--- config.mk ---
export PLATFORM = sky130hd
export DESIGN_NAME = seq_detector_param
export DESIGN_NICKNAME = d
export VERILOG_FILES = /design/src/rtl/seq_detector_param.sv
export SDC_FILE = /design/constraint.sdc
export NUM_CORES = 1
export LEC_CHECK = 0
export ABC_AREA = 1
export BUFFER_PORTS_ARGS = -buffer_cell sky130_fd_sc_hd__buf_2
export CORE_MARGIN = 4
export CORE_UTILIZATION = 45
export CTS_CLUSTER_SIZE = 8
export DETAILED_ROUTE_END_ITERATION = 7
export GPL_TIMING_DRIVEN = 0
export PLACE_DENSITY_LB_ADDON = 0.1
export SLEW_MARGIN = 20
export SYNTH_ARGS = -nofsm -noshare
export SYNTH_HDL_FRONTEND = slang
export SYNTH_SLANG_ARGS = --single-unit
--- constraint.sdc ---
create_clock -name clk -period 3.6 [get_ports clk]
set_input_delay 1.08 -clock clk [delete_from_list [all_inputs] [get_ports clk]]
set_output_delay 1.08 -clock clk [all_outputs]
set_load 0.01 [all_outputs]
--- src/rtl/seq_detector_param.sv ---
// seq_detector_param: runtime-loadable serial pattern detector with overlap control and saturating match counter
// Ports:
//   clk          rising-edge clock
//   reset_n      asynchronous active-low reset
//   x, x_valid   serial data bit and its qualifier
//   overlap      1 = matches may share bits, 0 = each match needs len fresh bits
//   load         capture pat_in/len_in and restart the search
//   pat_in       new pattern, bit len-1 received first, bit 0 last
//   len_in       new pattern length (clamped to MAX_LEN, 0 disables detection)
//   clr_cnt      synchronous clear of match_count
//   y            registered one-cycle match pulse
//   match_count  saturating count of matches
//   cnt_sat      match_count is all-ones
module seq_detector_param #(
  parameter int MAX_LEN = 8,
  parameter int LW = 4,
  parameter int CNT_W = 8,
  parameter logic [MAX_LEN-1:0] DEF_PAT = 8'b0001_0110,
  parameter logic [LW-1:0] DEF_LEN = 4'd5
) (
  input  logic               clk,
  input  logic               reset_n,
  input  logic               x,
  input  logic               x_valid,
  input  logic               overlap,
  input  logic               load,
  input  logic [MAX_LEN-1:0] pat_in,
  input  logic [LW-1:0]      len_in,
  input  logic               clr_cnt,
  output logic               y,
  output logic [CNT_W-1:0]   match_count,
  output logic               cnt_sat
);
  logic [MAX_LEN-1:0] pat, hist, hist_nxt, mask;
  logic [LW-1:0] len, fill, fill_nxt, len_clamp;
  logic match;
  assign len_clamp = (len_in > LW'(MAX_LEN)) ? LW'(MAX_LEN) : len_in;
  assign hist_nxt = {hist[MAX_LEN-2:0], x};
  // fill never exceeds len, so fill+1 always fits in LW bits
  assign fill_nxt = (fill == len) ? len : fill + LW'(1);
  assign mask = ~({MAX_LEN{1'b1}} << len);
  // len==0 would trivially compare equal under an empty mask, so it is excluded explicitly
  assign match = x_valid && !load && (len != '0) && (fill_nxt == len) && (((hist_nxt ^ pat) & mask) == '0);
  assign cnt_sat = &match_count;
  always_ff @(posedge clk or negedge reset_n) begin
    if (!reset_n) begin
      pat <= DEF_PAT;
      len <= DEF_LEN;
      fill <= '0;
      hist <= '0;
      y <= 1'b0;
      match_count <= '0;
    end else begin
      match_count <= clr_cnt ? '0 : (match && !cnt_sat) ? match_count + CNT_W'(1) : match_count;
      if (load) begin
        pat <= pat_in;
        len <= len_clamp;
        fill <= '0;
        hist <= '0;
        y <= 1'b0;
      end else if (x_valid) begin
        hist <= hist_nxt;
        fill <= (match && !overlap) ? '0 : fill_nxt;
        y <= match;
      end else begin
        y <= 1'b0;
      end
    end
  end
endmodule

==> results.sh <==
export IMPL_path_cells="ha_1, nand2_1, inv_1, nand3_2, inv_1, buf_2"
export IMPL_netlist_instances=277
export IMPL_initial_core_util=0.479
export IMPL_finalMaxSlewViolations=0
export IMPL_worst_pin_slew_ns=0.710
export IMPL_dieArea_um2=5510
export IMPL_cp_num_cells=6
export IMPL_crit_path_frequent_cell="inv_1"
export IMPL_dr_pass1_iters=6
export IMPL_cts_resized=0
export IMPL_clockBufferDepth=2
export IMPL_area_delta_synth_final_pct=15.9
export IMPL_crit_family="flip-flops"
export IMPL_dr_first_iter_drc_count=79
export IMPL_ios=29
export IMPL_synthXorXnorAreaFrac=0.0266
export IMPL_grt_pass1_wl_um=7130
export IMPL_hold_violations=0
export IMPL_antenna_found_initial=0
export IMPL_final_common_cell="nand2_1"
export IMPL_post_cts_setup_buffers=0
export IMPL_post_route_period_util=0.744
export IMPL_syn_num_nets=298
export IMPL_grt_usage=0.167
export IMPL_regToRegSetupSlack_ns=1.86
export IMPL_cp_slowest_cell="dfrtp_1"
export IMPL_grt_max_degree=33
export IMPL_p_comb_frac=0.183
export IMPL_numCtsBuffers=5
export IMPL_p_switching_mw=0.263
export IMPL_via_per_inst=4.92
export IMPL_post_route_util=0.556
export IMPL_arrival_ns=1.60
export IMPL_crit_type="flip-flop to output port"
export IMPL_clock_sinks=32
export IMPL_clockRootBuffer="clkbuf_8"
export IMPL_min_path_cells=2
export IMPL_seq_area_frac_synth=0.409
export IMPL_routed_wl_um=4170
export IMPL_end_kind="output port"
export IMPL_timing_setup_tns_ns=0
export IMPL_drtAntennaViolNets=0
export IMPL_layout_drive_gt1_share=0.195
export IMPL_synth_compound_area_frac=0.0723
export IMPL_placed_cells=355
export IMPL_wire_per_inst_um=11.5
export IMPL_met1_usage=0.223
export IMPL_grt_pass1_vias=1651
export IMPL_max_cap_violations=0
export IMPL_fmax_ghz=0.374
export IMPL_yosys_area_share_simple=0.391
export IMPL_slowest_delay_ns=0.45
export IMPL_reg2reg_from="fill[0]"
export IMPL_crit_start="match_count[0]"
export IMPL_ys_seq_elements=32
export IMPL_swShare=0.290
export IMPL_final_cell_mix="nand2_1 (99), inv_1 (35), buf_2 (30)"
export IMPL_cp_required_ns=2.52
export IMPL_syn_area_per_cell_um2=7.12
export IMPL_netlist_area_um2=1970
export IMPL_rsz0062_at_grt="no"
export IMPL_grt_util_met3=0.0365
export IMPL_yosysWarnings=0
export IMPL_htreeDepth=2
export IMPL_antenna_cells=0
export IMPL_drc_errors=0
export IMPL_die_w_um=74.2
export IMPL_path_buf_inv=3
export IMPL_coreArea_um2=4120
export IMPL_path_clk_slew_ns=0.07
export IMPL_synth_top_family_by_area="simple AND/OR/NAND/NOR gates"
export IMPL_relSlewSlack=0.527
export IMPL_start_kind="flip-flop"
export IMPL_setup_viol=0
export IMPL_min_period_ns=2.68
export IMPL_irDropWorstVdd_mv=0.187
export IMPL_synthMuxAreaShare=0
export IMPL_busiest_layer="met2"
export IMPL_reg2reg_depth=9
export IMPL_clk_insertion_delay_late_ns=0.28
export IMPL_synth_fa_ha_area_frac=0.0127
export IMPL_num_vias=1785
export IMPL_post_dp_hpwl_um=3200
export IMPL_worstPathMaxFanout=10
export IMPL_p_per_area_nw_per_um2=397
export IMPL_ys_types=28
export IMPL_p_int_mw=0.644
export IMPL_die_h_um=74.2
export IMPL_cts_tree="yes"
export IMPL_status="finished, final reports clean"
export IMPL_fin_nets=333
export IMPL_ctsHoldBuffers=0
export IMPL_placementRows=23
export IMPL_p_leak_nw=1.29
export IMPL_fin_cells=363
export IMPL_power_frac_seq=0.438
export IMPL_port_buffers=28
export IMPL_p_clk_frac=0.379
export IMPL_r2r_end="match_count[5]"
export IMPL_finClkSkew_ns=0.00403
export IMPL_crit_path_end="cnt_sat"
export IMPL_grt_overflow=0
export IMPL_hp_class="flip-flop to flip-flop"
export IMPL_met2_usage=0.270
export IMPL_place_congestion=0.838
==> cell type report <==
type                       count  area [um^2]
buffer                         4         17.5
inverter                      42          158
clock inverter                 3         42.5
multi-input combinational    199          991
tap                           50         62.6
timing repair buffer          28          140
clock buffer                   5         68.8
fill                         403         1830
sequential                    32          807
==> worst min-delay path by stage <==
stage                       from     end  slack (ns)
after global routing      pat[2]  pat[2]        0.52
after global placement    pat[2]  pat[2]        0.49
after CTS                 pat[2]  pat[2]        0.50
after floorplan           pat[7]  pat[7]        0.46
final                     pat[2]  pat[2]        0.50
after detailed placement  pat[2]  pat[2]        0.49
==> metrics by stage <==
| step | cell area, um^2 | power [mW] | hold slack [ns] | setup WS, ns |
|---|---|---|---|---|
| 2_1_floorplan | 1970 | 0.526 | 0.464 | 1.41 |
| 3_3_place_gp | 2180 | 0.569 | 0.490 | 1.21 |
| 3_5_place_dp | 2180 | 0.572 | 0.489 | 1.20 |
| 4_1_cts | 2290 | 0.916 | 0.500 | 0.922 |
| 5_1_grt | 2290 | 0.958 | 0.518 | 0.815 |
| 6_report | 2290 | 0.908 | 0.500 | 0.923 |
==> metal layers <==
layer	up-vias	wire [um]
met3	5	176
met2	34	1900
met5	-	0
li1	946	-
met4	0	58
met1	800	2030
==> power by group through the flow <==
| stage | clock network, mW | registers, mW | logic, mW |
|---|---|---|---|
| after CTS | 0.350 | 0.398 | 0.169 |
| final | 0.344 | 0.398 | 0.166 |
| after global routing | 0.366 | 0.401 | 0.192 |
| after global placement | 0 | 0.404 | 0.165 |
| after floorplan | 0 | 0.400 | 0.126 |
| after detailed placement | 0 | 0.404 | 0.168 |
==> tightest hold or removal path, delay by kind of cell, from the launching register on <==
family	cells	cell delay, ns
AO/OA/AOI/OAI	1	0.07
flip-flops	1	0.37
buffers and inverters	1	0.06
==> sequential cells by signal, indices dropped and copies added, names as in the netlist <==
name	cells
pat	8
hist	7
match_count	8
len	4
fill	4
y	1
==> cells by family (layout without fill, tap and decap cells) <==
family	count (synthesis)	in the layout
adder cells (fa/ha/maj)	2	2
buffers and inverters	46	82
XOR/XNOR	6	6
AO/OA/AOI/OAI	27	27
flip-flops	32	32
AND/OR/NAND/NOR	164	164
==> Yosys cell counts <==
library cell  number  area [um^2]
clkbuf_1           2         7.51
nand2_1           99          372
nor2_2             1         6.26
xor2_1             4         35.0
clkinv_1           1         3.75
xnor2_1            2         17.5
dfstp_2            5          131
dfrtp_1           27          676
o21ai_1            4         20.0
nor2_4             2         22.5
nand2_2            3         18.8
nand2_4            2         22.5
inv_1             35          131
and2_1             1         6.26
buf_2              2         10.0
ha_1               2         25.0
nor2_8             1         20.0
o21ai_0           14         70.1
o22ai_1            6         37.5
nand4_4            1         21.3
nor3_1             1         5.00
nand3_1           24          120
nand3b_4           1         20.0
inv_2              6         22.5
a21oi_1            3         15.0
nand4_1           10         62.6
nor2_1            17         63.8
nand3_2            1         10.0
No activity file was read; power rests on OpenSTA's default activity.
